<file path="src/rtl/register_file_mp.sv">
// Multi-port register file: two prioritised write ports, write-to-read bypass,
// pending-load scoreboard and a sequenced soft-clear engine.
module register_file_mp #(
  parameter int unsigned        DATA_W  = 16,
  parameter int unsigned        ADDR_W  = 3,
  parameter int unsigned        SP_IDX  = 6,
  parameter logic [DATA_W-1:0]  SP_INIT = DATA_W'(16'h0FFF),
  parameter bit                 BYPASS  = 1'b1
) (
  input  logic              clk,
  input  logic              reset,
  input  logic              wr0_en,
  input  logic [ADDR_W-1:0] wr0_addr,
  input  logic [DATA_W-1:0] wr0_data,
  input  logic              wr1_en,
  input  logic [ADDR_W-1:0] wr1_addr,
  input  logic [DATA_W-1:0] wr1_data,
  input  logic              sb_set_en,
  input  logic [ADDR_W-1:0] sb_set_addr,
  input  logic [ADDR_W-1:0] rd0_addr,
  input  logic [ADDR_W-1:0] rd1_addr,
  output logic [DATA_W-1:0] rd0_data,
  output logic [DATA_W-1:0] rd1_data,
  output logic              rd0_busy,
  output logic              rd1_busy,
  input  logic              clr_req,
  output logic              clr_busy,
  output logic              clr_done
);

  localparam int unsigned NUM_REGS = 2 ** ADDR_W;
  localparam logic [ADDR_W-1:0] SpAddr   = ADDR_W'(SP_IDX);
  localparam logic [ADDR_W-1:0] LastAddr = ADDR_W'(NUM_REGS - 1);

  typedef enum logic [0:0] {StIdle, StSweep} state_e;

  state_e              state_q, state_d;
  logic [ADDR_W-1:0]   idx_q, idx_d;
  logic                clr_done_q, clr_done_d;
  logic [DATA_W-1:0]   regs_q [NUM_REGS];
  logic [DATA_W-1:0]   regs_d [NUM_REGS];
  logic [NUM_REGS-1:0] busy_q, busy_d;

  logic                bypass_on;
  logic [ADDR_W-1:0]   rd_addr [2];
  logic [DATA_W-1:0]   rd_data [2];
  logic                rd_busy [2];

  always_comb begin
    regs_d     = regs_q;
    busy_d     = busy_q;
    state_d    = state_q;
    idx_d      = idx_q;
    clr_done_d = 1'b0;
    case (state_q)
      StIdle: begin
        // wr1 first so wr0 overwrites on an address collision; wr1 still clears busy
        if (wr1_en) begin
          regs_d[wr1_addr] = wr1_data;
          busy_d[wr1_addr] = 1'b0;
        end
        if (wr0_en) begin
          regs_d[wr0_addr] = wr0_data;
        end
        if (sb_set_en) begin
          busy_d[sb_set_addr] = 1'b1;
        end
        if (clr_req) begin
          state_d = StSweep;
          idx_d   = ADDR_W'(1);
        end
      end
      StSweep: begin
        regs_d[idx_q] = (idx_q == SpAddr) ? SP_INIT : '0;
        busy_d[idx_q] = 1'b0;
        idx_d         = idx_q + ADDR_W'(1);
        if (idx_q == LastAddr) begin
          state_d    = StIdle;
          clr_done_d = 1'b1;
        end
      end
      default: state_d = StIdle;
    endcase
    regs_d[0] = '0;
    busy_d[0] = 1'b0;
  end

  always_ff @(posedge clk or posedge reset) begin
    if (reset) begin
      state_q    <= StIdle;
      idx_q      <= '0;
      clr_done_q <= 1'b0;
      busy_q     <= '0;
      for (int unsigned i = 0; i < NUM_REGS; i++) begin
        regs_q[i] <= (i == SP_IDX) ? SP_INIT : '0;
      end
    end else begin
      state_q    <= state_d;
      idx_q      <= idx_d;
      clr_done_q <= clr_done_d;
      busy_q     <= busy_d;
      regs_q     <= regs_d;
    end
  end

  // Sweep writes are never forwarded, so bypass only applies while idle
  assign bypass_on = BYPASS && (state_q == StIdle);

  assign rd_addr[0] = rd0_addr;
  assign rd_addr[1] = rd1_addr;

  always_comb begin
    for (int p = 0; p < 2; p++) begin
      rd_data[p] = regs_q[rd_addr[p]];
      rd_busy[p] = busy_q[rd_addr[p]];
      if (bypass_on) begin
        if (wr0_en && (wr0_addr == rd_addr[p])) begin
          rd_data[p] = wr0_data;
        end else if (wr1_en && (wr1_addr == rd_addr[p])) begin
          rd_data[p] = wr1_data;
        end
        if (wr1_en && (wr1_addr == rd_addr[p]) &&
            !(sb_set_en && (sb_set_addr == rd_addr[p]))) begin
          rd_busy[p] = 1'b0;
        end
      end
      if (rd_addr[p] == '0) begin
        rd_data[p] = '0;
        rd_busy[p] = 1'b0;
      end
    end
  end

  assign rd0_data = rd_data[0];
  assign rd1_data = rd_data[1];
  assign rd0_busy = rd_busy[0];
  assign rd1_busy = rd_busy[1];
  assign clr_busy = (state_q == StSweep);
  assign clr_done = clr_done_q;

endmodule

</file>
<file path="config.mk">
export PLATFORM = sky130hd
export DESIGN_NAME = register_file_mp
export DESIGN_NICKNAME = d
export VERILOG_FILES = /design/src/rtl/register_file_mp.sv
export SDC_FILE = /design/constraint.sdc
export NUM_CORES = 1
export LEC_CHECK = 0
export CAP_MARGIN = 10
export CORE_ASPECT_RATIO = 1.1
export CORE_MARGIN = 2
export CORE_UTILIZATION = 45
export DETAILED_ROUTE_END_ITERATION = 10
export GPL_TIMING_DRIVEN = 0
export MAX_ROUTING_LAYER = met4
export PLACE_DENSITY_LB_ADDON = 0.08
export SYNTH_ARGS = -nofsm -noshare
export SYNTH_HDL_FRONTEND = slang
export SYNTH_SLANG_ARGS = --single-unit
</file>
<file path="constraint.sdc">
create_clock -name clk -period 5.25 [get_ports clk]
set_input_delay 0.7875 -clock clk [delete_from_list [all_inputs] [get_ports clk]]
set_output_delay 0.7875 -clock clk [all_outputs]
set_load 0.005 [all_outputs]
</file>
* Word level (Yosys, flattened, before mapping)
Cells that the tools add are included.
Word-level totals: latch bits 0, bits in registers 124, input bits 53, logic and storage cells 121, bits in writable memories 0, memories kept 0, ROM bits 0
Operators by class: multipliers 0, reduce and logical (&&, ||, !) cells 18, multiplexer cells 55, divide/modulo/power cells 0, shifts and indexed selects 0, equal/unequal tests 9, bitwise operators 11, $add $sub $neg 1, magnitude comparators 16
Operator list (number):
- $bwmux 128 | 3
- $mux 128 | 2
- $mux 16 | 15
- $pmux 112 s2 | 1
- $demux 16 s3 | 3
- $mux 112 | 1
- $bmux 16 s3 | 2
- $mux 8 | 3
- $ge 4x4->1 const B | 5
- $lt 3x4->1 const B | 5
- $not 3->4 | 5
- $eq 3x3->1 | 6
- $and 8x8->8 | 2
- $not 8->8 | 2
- $pmux 8 s2 | 1
- $mux 1 | 15
- $logic_and 1x1->1 | 14
- $lt 4x1->1 const B | 3
- $mux 12 | 1
- $demux 1 s3 | 3
- $ge 3x1->1 const B | 3
- $or 8x8->8 | 1
- $bmux 1 s3 | 2
- $eq 3x3->1 const B | 2
- 8 further kinds | 10

* Longest topological paths before layout
Gate-level depths: netlist of the first run.
depth after elaboration 11, depth in mapped cells 7, gate-level depth less buffers 5

* Worst setup path before layout of the first run
OpenSTA, ideal clock, no wires.
path type in2out, start point input wr1_addr[0], end point output rd0_data[0], data required time 4.463 ns, arrival 2.061 ns, cell stages on the path 6, setup slack 2.402 ns, cell sequence buf_4 -> xor2_2 -> or4_4 -> o211ai_4 -> buf_8 -> o32ai_2
Between the ends: word-level cells in the longest chain between the ends 6
RTL lines:
- from (decl) | RTL line 16 | input logic [ADDR_W-1:0] wr1_addr,
- $eq 3x3->1 | RTL line 119 | end else if (wr1_en && (wr1_addr == rd_addr[p])) begin
- $logic_and 1x1->1 | RTL line 119
- $mux 16 | RTL line 119
- $mux 16 | RTL line 117 | if (wr0_en && (wr0_addr == rd_addr[p])) begin
- $mux 16 | RTL line 116 | if (bypass_on) begin
- $mux 16 | RTL line 127 | if (rd_addr[p] == '0) begin
- to (decl) | RTL line 22 | output logic [DATA_W-1:0] rd0_data,
No other way between the ends.

* Worst setup path after layout of the first run
start point input rd0_addr[1], end point output rd0_data[15]
Between the ends: word-level cells in the longest chain between the ends 8, elaborated cells between the ends (all ways) 13
RTL lines:
- from (decl) | RTL line 20 | input logic [ADDR_W-1:0] rd0_addr,
- $not 3->4 (implied by the code) | RTL line 114 | rd_data[p] = regs_q[rd_addr[p]];
- $bmux 16 s3 | RTL line 114
- $mux 16 (implied by the code) (2 in a row) | RTL line 114
- $mux 16 | RTL line 119
- $mux 16 | RTL line 117
- $mux 16 | RTL line 116
- $mux 16 * | RTL line 127
Every way passes the cells marked *; elsewhere a longest branch is shown, timed or not. The select of a mux whose other input is x is not followed.

==> impl_metrics.json, run 1 <==
{
  "drtIter0Drc": 905,
  "ys_warn_count": 0,
  "tightest_slew_ns": 0.928,
  "post_cts_resized": 0,
  "die_h_um": 165,
  "clock.fmax_mhz": 218,
  "async_flop_share_pct": 100,
  "routed-wl-met3_um": 2940,
  "syn_inst": 1107,
  "cts_buffer_depth": 2,
  "hold_viol": 0,
  "synth-edff-count": 0,
  "dpl_worst_slack_ns": 0.792,
  "yosys.cell_types.count": 64,
  "row_count": 58,
  "wl_per_cell_um": 27.9,
  "worstHoldPathType": "reg2reg",
  "setup_viol": 0,
  "drv_cap": 0,
  "num_vias": 9806,
  "total_power_mw": 5.49,
  "grt_usage_pct": 34.6,
  "avgSynthCellArea_um2": 9.57,
  "die-area_um2": 24800,
  "n_antenna_cell": 0,
  "cts_setup_buffers": 0,
  "ios": 89,
  "crit_arrival_ns": 3.79,
  "portBuffers": 46,
  "synth.yosys.seq_area_share_pct": 29.4,
  "die_w_um": 150,
  "holdWs_ns": 0.540,
  "drcViolationCount": 0,
  "setup_ws_ns": 0.671,
  "slew_violations": 0,
  "coreArea_um2": 23000,
  "dp_hpwl_um": 31100,
  "rsz0062_at_grt": "no",
  "ir_drop_uv": 220,
  "met1_length_um": 17800,
  "grt_pass1_wl_um": 61200,
  "period_share_pct": 87.2,
  "start_util_pct": 46.0,
  "h-tree-depth": 4,
  "synthesis.nets": 1163,
  "clk_pin_slew_ns": 0.06,
  "final_common_cell": "mux2i_1",
  "cp_data_required_time_ns": 4.46,
  "nets": 1229,
  "grt_overflow": 0,
  "ant_nets": 0,
  "root_buffer": "clkbuf_16",
  "drive_gt1_share_pct": 17.5,
  "place_congestion": 0.980,
  "clkLatencyLatePin_ns": 0.44,
  "skew_ns": 0.00903,
  "area_growth_pct": 14.0,
  "holdBufCountCts": 0,
  "p_leak_nw": 5.27,
  "slew_headroom_pct": 38.1,
  "drt_first_pass_iters": 5,
  "top_layer": "met4",
  "final_cell_mix": "146 x mux2i_1, 117 x nor2_1, 116 x a21oi_1, 112 x dfrtp_1, 81 x clkbuf_1",
  "via_per_inst": 6.60,
  "endpoint_kind": "output pin",
  "period_needed_ns": 4.58,
  "wl_met2_um": 19700,
  "final_cells": 1486,
  "crit_fanout": 10,
  "path_class": "in2out",
  "cts_buffers": 17,
  "outcome": "completed",
  "dpl.cell_count": 1454,
  "cts_tree": "built",
  "cts_sinks": 124,
  "syn_area_um2": 10600,
  "antenna_found_initial": 0,
  "synthFlopType": "dfrtp_1",
  "grt_pass1_vias": 9459,
  "p_per_area_nw_per_um2": 455,
  "crit_path_start_kind": "input port",
  "wirelength_um": 41500,
  "grt_max_degree": 86,
  "synth_seq_cells": 124
}
## metrics by stage
stage	TNS [ns]	instance area, um^2	util, %
floorplan	0	10600	-
global placement	-124.63	11400	49.7
detailed placement	0	11500	49.8
CTS	0	12100	52.5
global route	0	12100	52.5
finish	0	12100	52.5
## Yosys cell counts, types with 10 or more instances
library cell | n | area [um^2]
a21oi_1 | 116 | 581
buf_4 | 26 | 195
dfstp_2 | 12 | 315
mux2i_1 | 146 | 1460
nor4_1 | 31 | 194
nor2b_1 | 24 | 150
a22o_1 | 64 | 561
buf_2 | 28 | 140
a221oi_1 | 17 | 149
mux4_2 | 30 | 676
dfrtp_1 | 112 | 2800
nor2_1 | 117 | 439
a221o_1 | 48 | 480
o21ai_0 | 25 | 125
o2bb2ai_1 | 16 | 140
a22oi_1 | 16 | 120
mux2_2 | 33 | 372
nand2_1 | 46 | 173
clkbuf_1 | 81 | 304
o32ai_2 | 10 | 163
## logic make-up (layout without fill, tap and decap cells)
logic type      count (synthesis)  count (layout)  share of synthesized area (%)
compound gates                336             336                           24.2
buf+inv                       161             240                           7.70
mux                           213             213                           24.7
simple gates                  252             252                           11.7
fa+ha+maj                       3               3                          0.354
flops                         124             124                           29.4
xor+xnor                       18              18                           1.98
## power breakdown
part | internal, mW | switching [mW]
Clock | 0.771 | 0.521
Sequential | 1.32 | 0.372
Combinational | 1.15 | 1.36
## sequential cells by signal, summed over array words and instances (netlist names)
register and flops:
clr_busy 1, idx_q 3, regs_q 112, busy_q 7, clr_done 1
## metal layers
metal  global-route usage (%)  vias up
met1                     45.7     4944
met5                        -        -
met3                     5.06       68
li1                         -     4357
met4                     11.3        0
met2                     54.8      437
## area by class of cell
type                       count  area (um^2)
tap                          300          375
inverter                       5         23.8
timing repair buffer          47          488
multi-input combinational    822         6660
clock buffer                  18          439
fill                        2112        10900
buffer                       156          797
clock inverter                14          180
sequential                   124         3120
## critical path, stage by stage
cell and delay, ns:
clkdlybuf4s50_1 0.63, clkbuf_1 0.62, clkbuf_1 0.52, a221oi_1 0.18, o32ai_1 0.45, clkdlybuf4s50_1 0.59
## worst paths after layout
| path | slack, ns | from | cells past startpoint | endpoint |
|---|---|---|---|---|
| hold / removal | 0.54 | busy_q[1]$_DFF_PP0_ | 2 | busy_q[1]$_DFF_PP0_ |
| setup reg to reg | 2.71 | clr_busy$_DFF_PP0_ | 6 | clr_busy$_DFF_PP0_ |
| max in group asynchronous | 3.71 | reset | 3 | regs_q[62]$_DFFE_PP0P_ |
| min in group asynchronous | 0.72 | reset | 2 | regs_q[87]$_DFFE_PP0P_ |
| hold reg to reg | 0.54 | busy_q[1]$_DFF_PP0_ | 2 | busy_q[1]$_DFF_PP0_ |
| setup / recovery | 0.67 | rd0_addr[1] | 6 | rd0_data[15] |
Power figures use the tool's default switching activity.
==> inputs of run 2 (changes only) <==
Settings changed: CTS_CLUSTER_SIZE set to 10.
Clock period 5.25 ns to 5.1 ns, I/O delays scaled along.
==> results of run 2 <==
The final DEF is identical to that of run 1. Status: completed.
Among the figures that moved: setup slack after placement 0.792 ns -> 0.687 ns; setup slack after layout 0.671 ns -> 0.566 ns; register-to-register setup slack 2.71 ns -> 2.56 ns; total power 5.49 mW -> 5.65 mW; worst IR drop on VDD 220 uV -> 227 uV
==> inputs of run 3 (changes only) <==
Settings changed: CORE_MARGIN 2 to 10, CTS_CLUSTER_DIAMETER set to 30.
==> impl_metrics.json, run 3 (synthesis gave the netlist of run 1 again) <==
{
  "cp_slowest_cell": "clkdlybuf4s50_1",
  "setup_ws_ns": 0.596,
  "cts_buffers": 17,
  "n_antenna_cell": 0,
  "clkLatencyLatePin_ns": 0.43,
  "antenna_found_initial": 0,
  "p_per_area_nw_per_um2": 467,
  "nets": 1229,
  "postLayoutCoreUtil_pct": 52.5,
  "worstHoldPathType": "reg2reg",
  "largest_register": "regs_q",
  "ir_drop_uv": 193,
  "cts_sinks": 124,
  "regToRegEndpoint": "clr_busy$_DFF_PP0_",
  "crit_end": "rd0_data[15]",
  "holdBufCountCts": 0,
  "holdWs_ns": 0.529,
  "grt_overflow": 0,
  "crit_path_cell_trace": "clkdlybuf4s50_1 -> clkbuf_1 -> clkbuf_1 -> a221oi_1 -> o32ai_1 -> clkdlybuf4s50_1",
  "die_h_um": 181,
  "grt_pass1_vias": 9529,
  "grt_pass1_wl_um": 63100,
  "period_share_pct": 88.3,
  "tightest_slew_ns": 0.893,
  "skew_ns": 0.00830,
  "largest_register_ffs": 112,
  "final_cells": 1486,
  "path_depth": 6,
  "path_delay_family": "buffers and inverters",
  "root_buffer": "clkbuf_16",
  "slew_violations": 0,
  "dp_hpwl_um": 32000,
  "area_growth_pct": 14.0,
  "start_util_pct": 46.0,
  "endpoint_kind": "output pin",
  "post_cts_resized": 0,
  "clk_pin_slew_ns": 0.06,
  "ant_nets": 0,
  "critPathBufInv": 4,
  "drv_cap": 0,
  "setup_viol": 0,
  "path_class": "in2out",
  "hold_viol": 0,
  "dpl.cell_count": 1454,
  "cts_buffer_depth": 2,
  "cp_data_required_time_ns": 4.34,
  "h-tree-depth": 4,
  "drcViolationCount": 0,
  "place_congestion": 0.961,
  "clock.fmax_mhz": 222,
  "wirelength_um": 42400,
  "rrSetupSlack_ns": 2.69,
  "crit_path_start_kind": "input port",
  "dpl_worst_slack_ns": 0.690,
  "cts_setup_buffers": 0,
  "period_needed_ns": 4.50,
  "cts_tree": "built",
  "final_cell_mix": "146 x mux2i_1, 117 x nor2_1, 116 x a21oi_1, 112 x dfrtp_1, 83 x clkbuf_1",
  "top_regs": "regs_q: 112 flops, busy_q: 7 flops, idx_q: 3 flops",
  "tns_ns": 0,
  "num_vias": 9770,
  "drt_first_pass_iters": 6,
  "crit_arrival_ns": 3.74,
  "reg2reg_depth": 6,
  "die-area_um2": 30100,
  "critPathLaunch": "rd0_addr[1]",
  "drtIter0Drc": 1177,
  "crit_path_max_incr_delay_ns": 0.65,
  "grt_max_degree": 65,
  "worstReg2RegStart": "clr_busy$_DFF_PP0_",
  "portBuffers": 46,
  "row_count": 58,
  "slew_headroom_pct": 40.4,
  "final_common_cell": "mux2i_1",
  "rsz0062_at_grt": "no",
  "drive_gt1_share_pct": 17.3,
  "crit_fanout": 10,
  "coreArea_um2": 23000,
  "wl_per_cell_um": 28.5,
  "outcome": "completed",
  "ios": 89,
  "p_leak_nw": 5.26,
  "die_w_um": 166,
  "grt_usage_pct": 27.8,
  "via_per_inst": 6.57
}
run 3: worst min-delay path by stage:
| stage | to | start | depth (start not counted) | slack, ns |
|---|---|---|---|---|
| after CTS | busy_q[6]$_DFF_PP0_ | busy_q[6]$_DFF_PP0_ | 2 | 0.54 |
| after global placement | busy_q[2]$_DFF_PP0_ | busy_q[2]$_DFF_PP0_ | 2 | 0.50 |
| after global routing | regs_q[64]$_DFFE_PP0P_ | regs_q[64]$_DFFE_PP0P_ | 1 | 0.57 |
| after floorplan | busy_q[2]$_DFF_PP0_ | busy_q[2]$_DFF_PP0_ | 2 | 0.47 |
| final | busy_q[1]$_DFF_PP0_ | busy_q[1]$_DFF_PP0_ | 2 | 0.53 |
| after detailed placement | busy_q[1]$_DFF_PP0_ | busy_q[1]$_DFF_PP0_ | 2 | 0.52 |
run 3: routing by layer:
layer | wire length (um) | GRT usage (%) | part of all wire (%) | vias up
li1 | - | - | - | 4352
met1 | 18100 | 35.7 | 43 | 4889
met2 | 20000 | 44.3 | 47 | 473
met3 | 3430 | 5.25 | 8.1 | 56
met4 | 849 | 7.10 | 2.0 | 0
met5 | 0 | - | 0 | -
run 3: power breakdown:
| part | leakage (nW) | internal, mW | switching [mW] | total, mW |
|---|---|---|---|---|
| registers | 1.61 | 1.36 | 0.375 | 1.73 |
| logic | 3.36 | 1.19 | 1.40 | 2.59 |
| clock network | 0.295 | 0.788 | 0.521 | 1.31 |
run 3: per-stage QoR:
step,power [mW],instance area [um^2]
2_1_floorplan,3.36,10600
3_3_place_gp,4.22,11400
3_5_place_dp,4.28,11500
4_1_cts,5.58,12100
5_1_grt,5.89,12100
6_report,5.63,12100
run 3: worst reg2reg max path, stage by stage (launching register included):
cell      delay, ns
dfrtp_1        0.45
buf_4          0.21
clkinv_1       0.22
buf_2          0.31
buf_2          0.30
clkbuf_1       0.58
o21ai_0        0.19
run 3: layout make-up:
| class | count | area, um^2 |
|---|---|---|
| flip-flops and latches | 124 | 3120 |
| inverters | 5 | 23.8 |
| repair buffers | 47 | 488 |
| clock inverters | 12 | 164 |
| clock buffers | 20 | 447 |
| multi-input cells | 822 | 6660 |
| fillers | 2126 | 10900 |
| well taps | 300 | 375 |
| plain buffers | 156 | 797 |
